===== src/rtl/prism_pkg.sv =====
// rtl/prism_pkg.sv - shared SIT debug addresses and boot sequencer state encoding
package prism_pkg;

  localparam logic [5:0] SIT_LO_ADDR = 6'h10;
  localparam logic [5:0] SIT_HI_ADDR = 6'h14;

  typedef enum logic [2:0] {
    ST_IDLE     = 3'd0,
    ST_FETCH_LO = 3'd1,
    ST_WR_LO    = 3'd2,
    ST_WAIT_LO  = 3'd3,
    ST_FETCH_HI = 3'd4,
    ST_WR_HI    = 3'd5,
    ST_WAIT_HI  = 3'd6,
    ST_DONE     = 3'd7
  } boot_state_e;

endpackage


===== src/rtl/prism_sit_src_timer.sv =====
// rtl/prism_sit_src_timer.sv - loadable down-counter flagging a stalled source fetch
// Ports:
//   clk, rst_n  clock, asynchronous active-low reset
//   load_i      reload counter to 2**TMO_BITS-1 (held while not fetching)
//   en_i        count one cycle spent waiting for the source
//   expire_o    this waiting cycle is the last one allowed
module prism_sit_src_timer #(
  parameter int TMO_BITS = 8
) (
  input  logic clk,
  input  logic rst_n,
  input  logic load_i,
  input  logic en_i,
  output logic expire_o
);

  logic [TMO_BITS-1:0] cnt_q, cnt_d;

  always_comb begin
    cnt_d = cnt_q;
    if (load_i) begin
      cnt_d = '1;
    end else if (en_i && (cnt_q != '0)) begin
      cnt_d = cnt_q - 1'b1;
    end
  end

  // Loaded with 2**TMO_BITS-1, so a value of 1 marks the final waiting cycle.
  assign expire_o = en_i && !load_i && (cnt_q == TMO_BITS'(1));

  always_ff @(posedge clk or negedge rst_n) begin
    if (!rst_n) begin
      cnt_q <= '0;
    end else begin
      cnt_q <= cnt_d;
    end
  end

endmodule


===== src/rtl/prism_sit_boot_sequencer.sv =====
// rtl/prism_sit_boot_sequencer.sv - bulk SIT loader and debug-port arbiter
// Ports:
//   clk, rst_n                    clock, asynchronous active-low reset
//   boot_start                    start a bulk load (IDLE only)
//   src_req/src_valid/src_data    32-bit word source handshake
//   host_addr/host_wr/host_wdata  host debug bus request
//   host_rdata/host_stall         host read data, write-not-accepted flag
//   sit_addr/sit_wr/sit_wdata     debug port towards the SIT
//   sit_rdata                     debug read data from the SIT
//   cfg_busy                      latch loader shifting
//   load_busy/load_done/load_err  bulk load status
module prism_sit_boot_sequencer
  import prism_pkg::*;
#(
  parameter int WIDTH    = 80,
  parameter int DEPTH    = 2,
  parameter int TMO_BITS = 8
) (
  input  logic        clk,
  input  logic        rst_n,
  input  logic        boot_start,
  output logic        src_req,
  input  logic        src_valid,
  input  logic [31:0] src_data,
  input  logic [5:0]  host_addr,
  input  logic        host_wr,
  input  logic [31:0] host_wdata,
  output logic [31:0] host_rdata,
  output logic        host_stall,
  output logic [5:0]  sit_addr,
  output logic        sit_wr,
  output logic [31:0] sit_wdata,
  input  logic [31:0] sit_rdata,
  input  logic        cfg_busy,
  output logic        load_busy,
  output logic        load_done,
  output logic        load_err
);

  localparam int CW = $clog2(DEPTH + 1);
  // The hi word carries the entry bits above 32; unused upper bits are zeroed.
  localparam int          HI_BITS = (WIDTH - 32 > 32) ? 32 : WIDTH - 32;
  localparam logic [31:0] HI_MASK = 32'hFFFF_FFFF >> (32 - HI_BITS);

  boot_state_e   state_q, state_d;
  logic [CW-1:0] cnt_q, cnt_d;
  logic [31:0]   word_q, word_d;
  logic          err_q, err_d;
  logic          in_fetch, tmo_expire, lohi_addr;

  assign in_fetch   = (state_q == ST_FETCH_LO) || (state_q == ST_FETCH_HI);
  assign lohi_addr  = (host_addr == SIT_LO_ADDR) || (host_addr == SIT_HI_ADDR);
  assign host_rdata = sit_rdata;
  assign load_err   = err_q;

  prism_sit_src_timer #(
    .TMO_BITS (TMO_BITS)
  ) u_src_timer (
    .clk      (clk),
    .rst_n    (rst_n),
    .load_i   (!in_fetch),
    .en_i     (in_fetch && !src_valid),
    .expire_o (tmo_expire)
  );

  always_comb begin
    state_d    = state_q;
    cnt_d      = cnt_q;
    word_d     = word_q;
    err_d      = err_q;
    src_req    = 1'b0;
    sit_addr   = host_addr;
    sit_wdata  = host_wdata;
    sit_wr     = 1'b0;
    host_stall = 1'b0;
    load_busy  = 1'b1;
    load_done  = 1'b0;
    case (state_q)
      ST_IDLE: begin
        load_busy  = 1'b0;
        // Host owns the port; only lo/hi writes must respect the loader.
        host_stall = host_wr && lohi_addr && cfg_busy;
        sit_wr     = host_wr && !host_stall;
        if (boot_start) begin
          state_d = ST_FETCH_LO;
          cnt_d   = '0;
          err_d   = 1'b0;
        end
      end
      ST_FETCH_LO, ST_FETCH_HI: begin
        src_req    = 1'b1;
        host_stall = host_wr;
        if (src_valid) begin
          word_d  = (state_q == ST_FETCH_HI) ? (src_data & HI_MASK) : src_data;
          state_d = (state_q == ST_FETCH_HI) ? ST_WR_HI : ST_WR_LO;
        end else if (tmo_expire) begin
          err_d   = 1'b1;
          state_d = ST_IDLE;
        end
      end
      ST_WR_LO, ST_WR_HI: begin
        host_stall = host_wr;
        sit_addr   = (state_q == ST_WR_HI) ? SIT_HI_ADDR : SIT_LO_ADDR;
        sit_wdata  = word_q;
        if (!cfg_busy) begin
          sit_wr  = 1'b1;
          state_d = (state_q == ST_WR_HI) ? ST_WAIT_HI : ST_WAIT_LO;
        end
      end
      ST_WAIT_LO: begin
        host_stall = host_wr;
        if (!cfg_busy) begin
          state_d = ST_FETCH_HI;
        end
      end
      ST_WAIT_HI: begin
        host_stall = host_wr;
        if (!cfg_busy) begin
          cnt_d   = cnt_q + 1'b1;
          state_d = (cnt_d == CW'(DEPTH)) ? ST_DONE : ST_FETCH_LO;
        end
      end
      ST_DONE: begin
        host_stall = host_wr;
        load_done  = 1'b1;
        state_d    = ST_IDLE;
      end
      default: state_d = ST_IDLE;
    endcase
  end

  always_ff @(posedge clk or negedge rst_n) begin
    if (!rst_n) begin
      state_q <= ST_IDLE;
      cnt_q   <= '0;
      word_q  <= '0;
      err_q   <= 1'b0;
    end else begin
      state_q <= state_d;
      cnt_q   <= cnt_d;
      word_q  <= word_d;
      err_q   <= err_d;
    end
  end

endmodule


===== config.mk =====
export PLATFORM = sky130hd
export DESIGN_NAME = prism_sit_boot_sequencer
export DESIGN_NICKNAME = d
export VERILOG_FILES = /design/src/rtl/prism_pkg.sv /design/src/rtl/prism_sit_src_timer.sv /design/src/rtl/prism_sit_boot_sequencer.sv
export SDC_FILE = /design/constraint.sdc
export NUM_CORES = 1
export LEC_CHECK = 0
export CORE_MARGIN = 2
export CORE_UTILIZATION = 40
export CTS_BUF_LIST = sky130_fd_sc_hd__clkbuf_16
export CTS_CLUSTER_SIZE = 28
export DETAILED_ROUTE_END_ITERATION = 12
export PLACE_DENSITY = 0.9
export RECOVER_POWER = 100
export SYNTH_ARGS = -nofsm -noshare
export SYNTH_HDL_FRONTEND = slang
export SYNTH_HIERARCHICAL = 1
export SYNTH_SLANG_ARGS = --single-unit

===== constraint.sdc =====
create_clock -name clk -period 6.05 [get_ports clk]
set_input_delay 1.21 -clock clk [delete_from_list [all_inputs] [get_ports clk]]
set_output_delay 1.21 -clock clk [all_outputs]
set_load 0.005 [all_outputs]

==> impl_results.md, run 1 <==
* GP Congestion at 0.776
* Post-synth cell types at 45
* Via density per instance at 5.04
* Core Util, Final at 57.7%
* Via count at 2,189
* Unrepaired setup endpoints after global routing: false
* Min-Delay Path Class: reg -> reg
* Setup bufs post-CTS at 0
* Design Power at 1.64 mW
* Die ar. at 7840 um2
* Antenna Nets Post-Route at 0
* Mapped Avg Cell Area at 11.2 um2
* HPWL after detailed placement at 5070 um
* Hold-fix buffers at CTS at 0
* Slew HR at -68.4%
* Hold_ws at 0.483 ns
* Mapped Area at 2860 um2
* Crit end category: output port
* Dominant synthesized flop cell: dfrtp_1
* Vias in the first global route at 2,219
* Sequential share of the synthesized area at 40.3%
* Flops & latches, synth at 46
* DRT iter0 DRCs at 46
* CTS tree: yes
* Largest net degree at the start of global routing at 47
* # rows at 30
* Post-cts repair resize count at 0
* VDD IR max at 0.239 mV
* Synth Net Count at 367
* CTS sink count at 46
* PortBufs at 119
* CORE AREA at 6870 um2
* Most common cell in the netlist: mux2_2
* Gr ovfl total at 0
* CP Max Fanout at 38
* Clock Path Buffers at 2
* DRT Pass-1 Iters at 4
* Top cell type's share of synthesized area at 40.3%
* Worst Skew at 0.00517 ns
* H-tree depth at 2
* Number of synthesized flops with an enable pin at 0
* Period utilization at 79.3%
* Setup_tns at 0 ns
* Final Hold Vio Count at 0
* CP Data Required Time at 4.84 ns
* Die span in y at 88.5 um
* PnR worst setup slack at 1.26 ns
* Cell Pwr Density at 414 nW/um2
* Wire per inst at 15.4 um
* # IOs at 184
* Commonest cells in the netlist: mux2_2, dfrtp_1, buf_4
* Cells after synthesis at 255
* Share of cells above drive strength 1 at 19.8%
* Worst EP arrival at 3.58 ns
* Nets at 450
* Skew-Pair Late Insertion Delay at 0.28 ns
* Tmin final at 4.79 ns
* Worst Tran Pin Value at 2.53 ns
* DRC viols at 0
* Worst setup SP type: register
* Max-cap violations at 3
* Failing checks: max-capacitance violations, max-slew violations
* Ant diodes at 0
* Status: complete, but fails checks
* Effective utilization at floorplan at 41.6%
* Maximum clock frequency at 209 MHz
* Setup violations, final at 0
* Initial antenna violation count at 0
* Syn-to-layout area delta at 38.7%
* First-pass GRT wire length at 10,400 um
* Largest area contributor in the netlist: dfrtp_1
* Clock root buffer: clkbuf_16
* Number of buffers created by CTS at 5
* Pre-CTS setup slack at 2.05 ns
* Die width at 88.5 um
* Pins Over Slew Limit at 118
* Crit Path Class: reg -> out
* Yosys synthesis warning count at 6
* Ys async rst share at 100%
* Leak pwr at 1.59 nW
* GRT Resource Usage Total at 17.0%
* Total wire length at 6690 um
* Top post-synthesis cells by area: dfrtp_1, mux2_2, buf_4, mux2_1, mux2i_1
* Worst-path clk slew at 0.06 ns
cell usage in the layout, fill, tap and decap left out, types with 2 or more instances in the layout:
| master | n |
|---|---|
| nor2_1 | 15 |
| nor3b_1 | 4 |
| mux2i_1 | 6 |
| o21ai_0 | 6 |
| nor2b_1 | 4 |
| nand2_1 | 7 |
| clkinv_2 | 2 |
| mux2_2 | 58 |
| clkbuf_1 | 2 |
| a211oi_1 | 3 |
| or3b_1 | 2 |
| ha_1 | 4 |
| and3_1 | 2 |
| clkdlybuf4s50_1 | 76 |
| nand2b_1 | 3 |
| and2_0 | 3 |
| clkbuf_16 | 5 |
| dfrtp_1 | 46 |
| inv_1 | 10 |
| dlygate4sd3_1 | 42 |
| a2111oi_0 | 2 |
| a21oi_1 | 2 |
| nor4_1 | 2 |
| mux2_1 | 6 |
| a21o_1 | 3 |
| a31oi_1 | 2 |
path summary, 6_finish.rpt:
kind                                   startpoint                               end  slack [ns]  cells past startpoint
max                        state_q[2]$_DFFE_PN0P_                      sit_wdata[3]        1.26                      4
min                         word_q[8]$_DFFE_PN0P_             word_q[8]$_DFFE_PN0P_        0.48                      1
max reg2reg                state_q[2]$_DFFE_PN0P_            word_q[18]$_DFFE_PN0P_        3.00                      4
min reg2reg                 word_q[8]$_DFFE_PN0P_             word_q[8]$_DFFE_PN0P_        0.48                      1
max in group asynchronous                   rst_n            word_q[12]$_DFFE_PN0P_        2.91                      1
min in group asynchronous                   rst_n  u_src_timer/cnt_q[4]$_DFFE_PN0P_        1.72                      1
stage by stage:
step	cells	cell area, um2
floorplan	255	2860
global placement	427	3850
detailed placement	427	3850
CTS	434	3990
global route	434	3970
finish	434	3970
cell type report:
type | count | area, um2
multi-input combinational | 155 | 1330
timing repair buffer | 120 | 1190
inverter | 10 | 37.5
sequential | 46 | 1150
tap | 96 | 120
clock inverter | 2 | 10.0
fill | 599 | 2900
clock buffer | 5 | 125
cell families after synthesis:
| family | after synthesis | synth area share [%] |
|---|---|---|
| muxes | 70 | 27.3 |
| AOI/OAI and AO/OA | 28 | 6.83 |
| and+or+nand+nor | 51 | 10.4 |
| adders and majority gates | 4 | 1.75 |
| xor gates and xnor gates | 2 | 0.613 |
| buffers and inverters | 54 | 12.8 |
| DFF | 46 | 40.3 |
power by group:
group / internal [mW] / leakage [nW] / switching [mW] / total [mW]
combinational: 0.528 / 0.991 / 0.321 / 0.849
sequential: 0.437 / 0.525 / 0.0982 / 0.536
clock: 0.149 / 0.0694 / 0.106 / 0.255
total: 1.11 / 1.59 / 0.525 / 1.64
flip-flops by register name (all words and copies together) (netlist names):
name and flops:
cnt_q 2, word_q 32, load_err 1, u_src_timer/cnt_q 8, state_q 3
critical path: stages (launching register included):
cell and delay [ns]:
dfrtp_1 0.56, nor2b_1 0.26, a21oi_2 1.41, mux2_2 0.45
dlygate4sd3_1 0.59
per-layer routing:
metal | vias up | global-route usage (%) | wire length, um
met5 | - | 0 | 0
met3 | 18 | 4.38 | 546
met1 | 1057 | 18.5 | 2480
li1 | 1029 | - | -
met2 | 85 | 32.1 | 3550
met4 | 0 | 5.10 | 114
(Power assumes the default switching activity.)
==> run 2: changes to the inputs <==
--- a/config.mk
+++ b/config.mk
@@ -6,11 +6,11 @@
 export NUM_CORES = 1
 export LEC_CHECK = 0
 export CORE_MARGIN = 2
-export CORE_UTILIZATION = 40
+export CORE_UTILIZATION = 37
 export CTS_BUF_LIST = sky130_fd_sc_hd__clkbuf_16
 export CTS_CLUSTER_SIZE = 28
 export DETAILED_ROUTE_END_ITERATION = 12
-export PLACE_DENSITY = 0.9
+export PLACE_DENSITY = 0.85
 export RECOVER_POWER = 100
 export SYNTH_ARGS = -nofsm -noshare
 export SYNTH_HDL_FRONTEND = slang
==> constraint.sdc (replaced) <==
create_clock -name clk -period 4.5 [get_ports clk]
set_input_delay 0.9 -clock clk [delete_from_list [all_inputs] [get_ports clk]]
set_output_delay 0.9 -clock clk [all_outputs]
set_load 0.005 [all_outputs]
==> run 2 against run 1 <==
The flow still finishes with violations (max-capacitance violations, max-slew violations). Sequential share of layout area shrank 0.38 points. Via count grew 0.55%. Clock power up 61%. First-iteration DRC count fell by 24%. Design area increased by 1.3%. Non-clock buffer count rose by 1. Power rose by 41%. Routed wire length rose by 0.39%. Hold slack improved by 0.013 ns.
==> impl_results.md, run 2 (synthesis results as in run 1) <==
* DRC viols at 0 (unchanged)
* Die width at 91.9 um (was 88.5 um)
* WP buf/inv at 2 (was 1)
* Syn-to-layout area delta at 40.6% (was 38.7%)
* Final Hold Vio Count at 0 (unchanged)
* GRT Resource Usage Total at 16.0% (was 17.0%)
* HPWL after detailed placement at 5080 um (was 5070 um)
* Biggest register: word_q (unchanged)
* Initial antenna violation count at 0 (unchanged)
* CP Max Fanout at 29 (was 38)
* Setup violations, final at 0 (unchanged)
* Cell Pwr Density at 577 nW/um2 (was 414 nW/um2)
* Period utilization at 87.9%
* DRT Pass-1 Iters at 5 (was 4)
* CP Data Required Time at 3.60 ns (was 4.84 ns)
* Switching share of power at 31.3% (was 32.0%)
* Pins Over Slew Limit at 58 (was 118)
* Met1 wire length at 2540 um (was 2480 um)
* Total wire length at 6720 um (was 6690 um)
* Crit end category: output port (unchanged)
* Crit Path Class: reg -> out (unchanged)
* Fin area at 4020 um2 (was 3970 um2)
* Met3 routed WL at 444 um (was 546 um)
* Nets at 451 (was 450)
* Crit path cell chain: nor2b_1, a21oi_4, clkbuf_2, mux2_2, clkdlybuf4s50_1 (was nor2b_1, a21oi_2, mux2_2, dlygate4sd3_1)
* Worst Skew at 0.00504 ns (was 0.00517 ns)
* Vias in the first global route at 2,257 (was 2,219)
* Via count at 2,201 (was 2,189)
* Post-cts repair resize count at 0 (unchanged)
* GP Congestion at 0.819 (was 0.776)
* P_sw at 0.725 mW (was 0.525 mW)
* Status: complete, but fails checks (unchanged)
* Internal at 1.59 mW (was 1.11 mW)
* # IOs at 184 (unchanged)
* Antenna Nets Post-Route at 0 (unchanged)
* Met2 Wirelength at 3580 um (was 3550 um)
* Max-cap violations at 2 (was 3)
* Ant diodes at 0 (unchanged)
* PortBufs at 119 (unchanged)
* DRT iter0 DRCs at 35 (was 46)
* Slowest cell on the critical path: clkbuf_2 (was a21oi_2)
* Die ar. at 8440 um2 (was 7840 um2)
* Wire per inst at 15.2 um (was 15.4 um)
* Max incr delay on CP at 0.62 ns (was 1.41 ns)
* Commonest non-fill, non-tap cell in the layout: clkdlybuf4s50_1 (unchanged)
* Leak pwr at 1.60 nW (was 1.59 nW)
* Worst Tran Pin Value at 2.53 ns (about the same)
* Min-Delay Path Class: reg -> reg (unchanged)
* CORE AREA at 7610 um2 (was 6870 um2)
* CTS sink count at 46 (unchanged)
* # rows at 32 (was 30)
* First-pass GRT wire length at 10,700 um (was 10,400 um)
* Die span in y at 91.9 um (was 88.5 um)
* Worst-path clk slew at 0.06 ns (about the same)
* Sequential Power Share at 31.2% (was 32.7%)
* CTS tree: yes (unchanged)
* Unrepaired setup endpoints after global routing: false (unchanged)
* Hold-fix buffers at CTS at 0 (unchanged)
* Tmin final at 3.95 ns
* Comb pwr share at 51.1% (was 51.8%)
* Worst EP arrival at 3.05 ns (was 3.58 ns)
* Clock root buffer: clkbuf_16 (unchanged)
* Share of cells above drive strength 1 at 20.3% (was 19.8%)
* Skew-Pair Late Insertion Delay at 0.29 ns (was 0.28 ns)
* Most frequent cells in the layout: clkdlybuf4s50_1, mux2_2, dfrtp_1, dlygate4sd3_1, nor2_1 (unchanged)
* Clock Path Buffers at 2 (unchanged)
* Slew HR at -68.5% (was -68.4%)
* Top sig layer: met4 (unchanged)
* Gr ovfl total at 0 (unchanged)
* Effective utilization at floorplan at 37.6% (was 41.6%)
* Failing checks: max-capacitance violations, max-slew violations (unchanged)
* Setup bufs post-CTS at 0 (unchanged)
* Placed cell areas at 3870 um2 (was 3850 um2)
* Worst setup SP type: register (unchanged)
* Max reg flops at 32 (unchanged)
* Clock power frac at 17.7% (was 15.6%)
* H-tree depth at 2 (unchanged)
* Critical path's top delay family: buffers and inverters (was compound AO/OA/AOI/OAI gates)
* Top Registers: word_q x32, u_src_timer/cnt_q x8, state_q x3 (unchanged)
* Maximum clock frequency at 253 MHz
* VDD IR max at 0.211 mV (was 0.239 mV)
* Largest net degree at the start of global routing at 47 (unchanged)
* Setup_tns at 0 ns (unchanged)
* Number of buffers created by CTS at 5 (unchanged)
* Via density per instance at 4.98 (was 5.04)
[run 2: power groups by stage]
stage	clock (mW)	sequential (mW)	combinational [mW]
2_1_floorplan	0	0.654	0.809
3_5_place_dp	0	0.731	1.24
4_1_cts	0.422	0.725	1.24
5_1_grt	0.438	0.752	1.30
6_report	0.411	0.722	1.18
3_3_place_gp	0	0.721	1.20
[run 2: stage by stage]
| stage | util, % | power, mW | cells | worst slack, ns | hold WS [ns] |
|---|---|---|---|---|---|
| finish | 52.8 | 2.32 | 442 | 0.546 | 0.495 |
| floorplan | - | 1.46 | 255 | 2.11 | 0.454 |
| CTS | 53.0 | 2.39 | 442 | 0.741 | 0.497 |
| global placement | 50.9 | 1.92 | 434 | 1.18 | 0.466 |
| detailed placement | 50.9 | 1.97 | 434 | 1.08 | 0.481 |
| global route | 52.8 | 2.49 | 442 | 0.339 | 0.528 |
[run 2: cell type report]
| type | instances | area, um2 |
|---|---|---|
| Timing Repair Buffer | 121 | 1190 |
| Clock inverter | 3 | 41.3 |
| Tap cell | 102 | 128 |
| Sequential cell | 46 | 1150 |
| Fill cell | 659 | 3590 |
| Inverter | 10 | 37.5 |
| Multi-Input combinational cell | 155 | 1340 |
| Clock buffer | 5 | 125 |
[run 2: final timing paths]
check	start	to	slack, ns	cells after the start
max	state_q[2]$_DFFE_PN0P_	sit_wdata[30]	0.55	5
min	word_q[13]$_DFFE_PN0P_	word_q[13]$_DFFE_PN0P_	0.50	1
max reg2reg	state_q[2]$_DFFE_PN0P_	word_q[3]$_DFFE_PN0P_	1.22	4
min reg2reg	word_q[13]$_DFFE_PN0P_	word_q[13]$_DFFE_PN0P_	0.50	1
max in group asynchronous	rst_n	u_src_timer/cnt_q[5]$_DFFE_PN0P_	1.67	1
min in group asynchronous	rst_n	u_src_timer/cnt_q[1]$_DFFE_PN0P_	1.39	1
[run 2: metal layers]
layer	vias up	global-route usage (%)
met4	0	5.97
met5	-	0
met2	84	29.0
met1	1059	18.4
met3	23	3.29
li1	1035	-
[run 2: worst reg2reg max path: stages (launching register included)]
cell and delay (ns):
dfrtp_1 0.66, xnor2_1 0.16, nor3b_1 1.28, clkbuf_2 0.66
mux2_2 0.41
==> run 3: changes to the inputs <==
--- a/config.mk
+++ b/config.mk
@@ -6,11 +6,11 @@
 export NUM_CORES = 1
 export LEC_CHECK = 0
 export CORE_MARGIN = 2
-export CORE_UTILIZATION = 37
+export CORE_UTILIZATION = 40
 export CTS_BUF_LIST = sky130_fd_sc_hd__clkbuf_16
 export CTS_CLUSTER_SIZE = 28
 export DETAILED_ROUTE_END_ITERATION = 12
-export PLACE_DENSITY = 0.85
+export PLACE_DENSITY = 0.95
 export RECOVER_POWER = 100
 export SYNTH_ARGS = -nofsm -noshare
 export SYNTH_HDL_FRONTEND = slang
==> constraint.sdc (replaced) <==
create_clock -name clk -period 4.8 [get_ports clk]
set_input_delay 0.96 -clock clk [delete_from_list [all_inputs] [get_ports clk]]
set_output_delay 0.96 -clock clk [all_outputs]
set_load 0.005 [all_outputs]
==> run 3 against run 2 <==
The run still ends with max-capacitance violations, max-slew violations left. Combinational power is 8% lower. Core utilization is 5.1 points higher. Count of clock-buffer cells in the layout did not move. Highest routed layer unchanged. Hold slack worse by 0.0062 ns. Global-route usage is 1.9 points higher. Clock skew down 0.0022 ns. Largest power group unchanged. Final cell count decreased by 1.6%. Worst setup slack gained 0.22 ns. Routed wire length increased by 5.2%.
==> impl_results.md, run 3 (synthesis results as in run 1) <==
* Status: complete, but fails checks (unchanged)
* Failing checks: max-capacitance violations, max-slew violations (unchanged)
* Antenna Nets Post-Route at 0 (unchanged)
* Die ar. at 7840 um2 (was 8440 um2)
* Worst R2R Setup Slack at 1.90 ns (was 1.22 ns)
* Origin of the worst min-delay path: word_q[14]$_DFFE_PN0P_ (was word_q[13]$_DFFE_PN0P_)
* Worst Tran Pin Value at 2.56 ns (was 2.53 ns)
* Biggest register: word_q (unchanged)
* # rows at 30 (was 32)
* Die span in y at 88.5 um (was 91.9 um)
* Reg-to-reg startpoint: state_q[2]$_DFFE_PN0P_ (unchanged)
* Vias in the first global route at 2,295 (was 2,257)
* Pre-CTS setup slack at 1.18 ns (was 1.08 ns)
* Critical path's top delay family: buffers and inverters (unchanged)
* Reg2reg path depth at 4 (unchanged)
* WHS Endpoint: word_q[14]$_DFFE_PN0P_ (was word_q[13]$_DFFE_PN0P_)
* Crit end category: output port (unchanged)
* GRT Resource Usage Total at 17.9% (was 16.0%)
* Cell Pwr Density at 525 nW/um2 (was 577 nW/um2)
* Final Hold Vio Count at 0 (unchanged)
* Global route hottest layer: met2 (unchanged)
* Skew-Pair Late Insertion Delay at 0.28 ns (was 0.29 ns)
* CORE AREA at 6870 um2 (was 7610 um2)
* Worst-path clk slew at 0.06 ns (about the same)
* Unrepaired setup endpoints after global routing: false (unchanged)
* CTS tree: yes (unchanged)
* GR Util met2 at 33.8% (was 29.0%)
* Period utilization at 84.1%
* Via count at 2,235 (was 2,201)
* Design Power at 2.09 mW (was 2.32 mW)
* Ant diodes at 0 (unchanged)
* Number of buffers created by CTS at 5 (unchanged)
* Syn-to-layout area delta at 39.3% (was 40.6%)
* Initial antenna violation count at 0 (unchanged)
* Max reg flops at 32 (unchanged)
* WP buf/inv at 2 (unchanged)
* Largest net degree at the start of global routing at 47 (unchanged)
* Hold Path Cell Cnt at 1 (unchanged)
* Commonest non-fill, non-tap cell in the layout: clkdlybuf4s50_1 (unchanged)
* Internal at 1.41 mW (was 1.59 mW)
* Max incr delay on CP at 0.66 ns (was 0.62 ns)
* Crit Path Class: reg -> out (unchanged)
* Switching share of power at 32.7% (was 31.3%)
* Min-Delay Path Class: reg -> reg (unchanged)
* Hold-fix buffers at CTS at 0 (unchanged)
* Wire per inst at 16.2 um (was 15.2 um)
* Setup_tns at 0 ns (unchanged)
* DRC viols at 0 (unchanged)
* Post-cts repair resize count at 0 (unchanged)
* P_sw at 0.683 mW (was 0.725 mW)
* Most frequent cells in the layout: clkdlybuf4s50_1, mux2_2, dfrtp_1, dlygate4sd3_1, nor2_1 (unchanged)
* Worst EP arrival at 3.08 ns (was 3.05 ns)
* DRT iter0 DRCs at 78 (was 35)
* PnR worst setup slack at 0.763 ns (was 0.546 ns)
* Worst Skew at 0.00286 ns (was 0.00504 ns)
* Worst reg2reg path endpoint: word_q[0]$_DFFE_PN0P_ (was word_q[3]$_DFFE_PN0P_)
* GP Congestion at 0.848 (was 0.819)
* PortBufs at 119 (unchanged)
* Max-cap violations at 2 (unchanged)
* Slowest cell on the critical path: a21oi_4 (was clkbuf_2)
* Worst setup SP type: register (unchanged)
* Setup bufs post-CTS at 0 (unchanged)
* Top Registers: word_q x32, u_src_timer/cnt_q x8, state_q x3 (unchanged)
* CP Data Required Time at 3.84 ns (was 3.60 ns)
* GRT met1 Usage at 19.1% (was 18.4%)
* Clock Path Buffers at 2 (unchanged)
* Gr ovfl total at 0 (unchanged)
* Clock root buffer: clkbuf_16 (unchanged)
* Maximum clock frequency at 248 MHz
* VDD IR max at 0.270 mV (was 0.211 mV)
* Setup violations, final at 0 (unchanged)
* Sequential Power Share at 32.3% (was 31.2%)
* Nets at 451 (unchanged)
* Slew HR at -70.5% (was -68.5%)
* First-pass GRT wire length at 10,800 um (was 10,700 um)
* Clock power frac at 15.6% (was 17.7%)
* DRT Pass-1 Iters at 4 (was 5)
* Effective utilization at floorplan at 41.6% (was 37.6%)
* Share of cells above drive strength 1 at 19.5% (was 20.3%)
* H-tree depth at 2 (unchanged)
* Filler cells at 604 (was 659)
* Crit path cell chain: nor2b_1, a21oi_4, buf_4, mux2_2, dlygate4sd3_1 (was nor2b_1, a21oi_4, clkbuf_2, mux2_2, clkdlybuf4s50_1)
* Tmin final at 4.04 ns
* Die width at 88.5 um (was 91.9 um)
* Comb pwr share at 52.1% (was 51.1%)
* Total wire length at 7060 um (was 6720 um)
* Via density per instance at 5.14 (was 4.98)
* Leak pwr at 1.59 nW (was 1.60 nW)
* HPWL after detailed placement at 5400 um (was 5080 um)
* Pins Over Slew Limit at 80 (was 58)
* CP Max Fanout at 25 (was 29)
* # IOs at 184 (unchanged)
* GR Util met3 at 4.10% (was 3.29%)
* CTS sink count at 46 (unchanged)
## run 3: cell count changes in the layout (fill, tap and decap cells not counted), moves of 2 or more
cell	delta
clkdlybuf4s50_1	-21
dlygate4sd3_1	+21
clkbuf_2	-2
clkinv_2	+2
mux2_1	+2
mux2_2	-2
## run 3: layout make-up
class / count / area (um2) / share of cell area (%)
flip-flops and latches: 46 / 1150 / 28.9
well taps: 96 / 120 / 3.02
multi-input cells: 155 / 1340 / 33.7
clock buffers: 5 / 125 / 3.14
clock inverters: 2 / 10.0 / 0.251
repair buffers: 121 / 1200 / 30.1
inverters: 10 / 37.5 / 0.943
## run 3: metal layers
| layer | wire [um] | share of wire [%] |
|---|---|---|
| met1 | 2650 | 38 |
| met4 | 159 | 2.3 |
| met5 | 0 | 0 |
| met3 | 369 | 5.2 |
| met2 | 3880 | 55 |
## run 3: worst reg2reg max path, delay by kind of cell, from the launching register on
family / cells / cell delay (ns)
multiplexers: 1 / 0.46
AND/OR/NAND/NOR: 1 / 0.21
buffers and inverters: 1 / 1.31
flip-flops: 1 / 0.64
XOR/XNOR: 1 / 0.16
## run 3: stage by stage
step	hold WS [ns]	utilization, %	instances	area, um2
after global routing	0.513	57.9	435	3980
final	0.489	57.9	435	3980
after detailed placement	0.476	56.2	428	3860
after CTS	0.491	58.2	435	4000
after global placement	0.474	56.2	428	3860
after floorplan	0.454	-	255	2860
## run 3: how the worst max path moves through the flow
| stage | startpoint | end | slack [ns] | cells past startpoint |
|---|---|---|---|---|
| 5_1_grt | state_q[2]$_DFFE_PN0P_ | sit_wdata[18] | 0.58 | 5 |
| 3_5_place_dp | state_q[2]$_DFFE_PN0P_ | sit_wdata[28] | 1.18 | 5 |
| 2_1_floorplan | host_wr | sit_wr | 2.35 | 3 |
| 4_1_cts | state_q[1]$_DFFE_PN0P_ | sit_wdata[28] | 0.87 | 5 |
| 6_report | state_q[2]$_DFFE_PN0P_ | sit_wdata[28] | 0.76 | 5 |
| 3_3_place_gp | state_q[2]$_DFFE_PN0P_ | sit_wdata[28] | 1.26 | 5 |
## run 3: power groups by stage
stage               clock, mW  sequential (mW)  combinational [mW]
floorplan                   0            0.614               0.759
global placement            0            0.673                1.13
detailed placement          0            0.685                1.17
CTS                     0.338            0.677                1.17
global route            0.348            0.700                1.19
finish                  0.326            0.676                1.09
==> patch: new RTL, settings of run 2 <==
Put one more register stage on the output `load_err`. The value now appears one clock later. The other outputs are not delayed to match.
--- a/src/rtl/prism_sit_boot_sequencer.sv
+++ b/src/rtl/prism_sit_boot_sequencer.sv
@@ -51,7 +51,9 @@
   assign in_fetch   = (state_q == ST_FETCH_LO) || (state_q == ST_FETCH_HI);
   assign lohi_addr  = (host_addr == SIT_LO_ADDR) || (host_addr == SIT_HI_ADDR);
   assign host_rdata = sit_rdata;
-  assign load_err   = err_q;
+  always_ff @(posedge clk) begin
+    load_err <= err_q;
+  end
 
   prism_sit_src_timer #(
     .TMO_BITS (TMO_BITS)
Formal check against the unedited RTL: same outputs for any inputs over 10 cycles, from zero or initial values and one cycle with rst_n low; that may be too few to reach the edited logic, so the function may still have changed.
==> patch against run 2 <==
- the flow still finishes with violations (capacitance limit, slew limit)
- sequential cell count rose by 1
- utilization grew 0.28 points
- synthesized area increased by 0.70%
- non-clock buffer count did not move
- power increased by 3.0%
- routed wire length fell by 3.1%
- setup slack improved by 0.091 ns
- final area is 1.1% higher
- largest power group unchanged
==> patch: results (changes against run 2) <==
| Metric | Value |
|---|---|
| Run status | finished with violations (unchanged) |
| Failing checks | capacitance limit, slew limit (unchanged) |
| Pleak | 0.00162 uW (was 0.00160 uW) |
| Worst Tran Pin Value | 2.48 ns (was 2.53 ns) |
| Peak VDD IR | 0.000225 V (was 0.000211 V) |
| Tot GR Track Use | 0.154 (was 0.160) |
| Routed len/inst | 14.7 um (was 15.2 um) |
| First-pass GRT wire length | 10.6 mm (was 10.7 mm) |
| RePlAce Congestion | 0.755 (was 0.819) |
| DRT Pass-1 Iters | 4 (was 5) |
| Post-DP HPWL | 4.94 mm (was 5.08 mm) |
| Syn Nets | 368 (was 367) |
| Clock tree root buffer cell | clkbuf_16 (unchanged) |
| Main area contributors after synthesis | dfrtp_1 40%, mux2_2 23%, buf_4 9.7%, mux2_1 2.3%, mux2i_1 2.1% (was dfrtp_1 40%, mux2_2 23%, buf_4 9.7%, mux2_1 2.4%, mux2i_1 2.1%) |
| Worst-skew pair later-pin latency | 0.28 ns |
| Worst Slack Setup Final | 0.637 ns (was 0.546 ns) |
| Area after DPL | 0.00389 sq mm (was 0.00387 sq mm) |
| Max-cap violations | 2 (unchanged) |
| Fillers | 683 (was 659) |
| Arrival @ worst endpoint | 2.96 ns (was 3.05 ns) |
| CTS H-Tree Depth | 2 (unchanged) |
| Initial DRC Count | 44 (was 35) |
| DP Cell Count | 435 (was 434) |
| Slew Limit Fails | 58 (unchanged) |
| Min-delay src | err_q (was word_q[13]) |
| Dpl ws | 1.13 ns (was 1.08 ns) |
| Seq/Total Area, Yosys | 0.407 (was 0.403) |
| Vias per cell | 4.88 (was 4.98) |
| Clock skew | 0.00325 ns (was 0.00504 ns) |
| CP Max Fanout | 38 (was 29) |
| Unique masters post-synth | 46 (was 45) |
| Leading register cell type out of synthesis | dfrtp_1 (unchanged) |
| Final net count | 452 (was 451) |
| DR vias | 2162 (was 2201) |
| Layout cell share with drive strength beyond 1 | 0.199 (was 0.203) |
| Post-Synthesis Cells | 256 (was 255) |
| Async SR Flop Fraction | 0.979 (was 1.00) |
patch: cell types whose count changed in the layout (fill, tap and decap cells not counted):
cell                    run 2  this run
clkdlybuf4s50_1            99       103
dlygate4sd3_1              19        15
and2_0                      2         1
and2_1                      2         3
bufinv_16                   1         2
clkinvlp_4                  1         0
dfxtp_1                     0         1
mux2_1                      6         7
mux2_2                     58        57
patch: kinds of logic after synthesis:
logic type                 share of synthesized area
muxes                                          0.271
buffers and inverters                          0.127
and+or+nand+nor                                0.103
DFF                                            0.407
AOI/OAI and AO/OA                             0.0678
adders and majority gates                     0.0174
xor gates and xnor gates                     0.00609
patch: layout make-up:
class,count,area [sq um],area share
well taps,102,128,0.0314
flip-flops and latches,47,1170,0.288
repair buffers,121,1190,0.294
inverters,10,37.5,0.00925
clock buffers,5,125,0.0308
clock inverters,3,63.8,0.0157
multi-input cells,155,1340,0.330
patch: critical path, cell delays in order, from the launching register on:
cell	delay, ns
dfrtp_1	0.55
nor2b_1	0.27
a21oi_4	0.16
clkbuf_2	0.72
mux2_2	0.41
dlygate4sd3_1	0.57
patch: power by group:
part / switching [uW] / internal, uW / leakage [uW]
logic: 441 / 752 / 0.000990
clock network: 150 / 316 / 0.0000952
registers: 128 / 597 / 0.000533
total: 720 / 1670 / 0.00162
patch: path summary, 6_finish.rpt:
kind	endpoint	slack (ns)	depth (start not counted)
min reg2reg	load_err	0.42	0
min in group asynchronous	err_q	1.38	1
min	load_err	0.42	0
max	sit_wdata[12]	0.64	5
max reg2reg	word_q[11]	1.28	4
max in group asynchronous	u_src_timer/cnt_q[7]	1.70	1
patch: routing by layer:
metal	vias up	routed length [um]	global-route usage
li1	1042	-	-
met1	1031	2760	0.186
met2	79	3220	0.271
met3	10	486	0.0386
met4	0	43	0.0448
met5	-	0	0
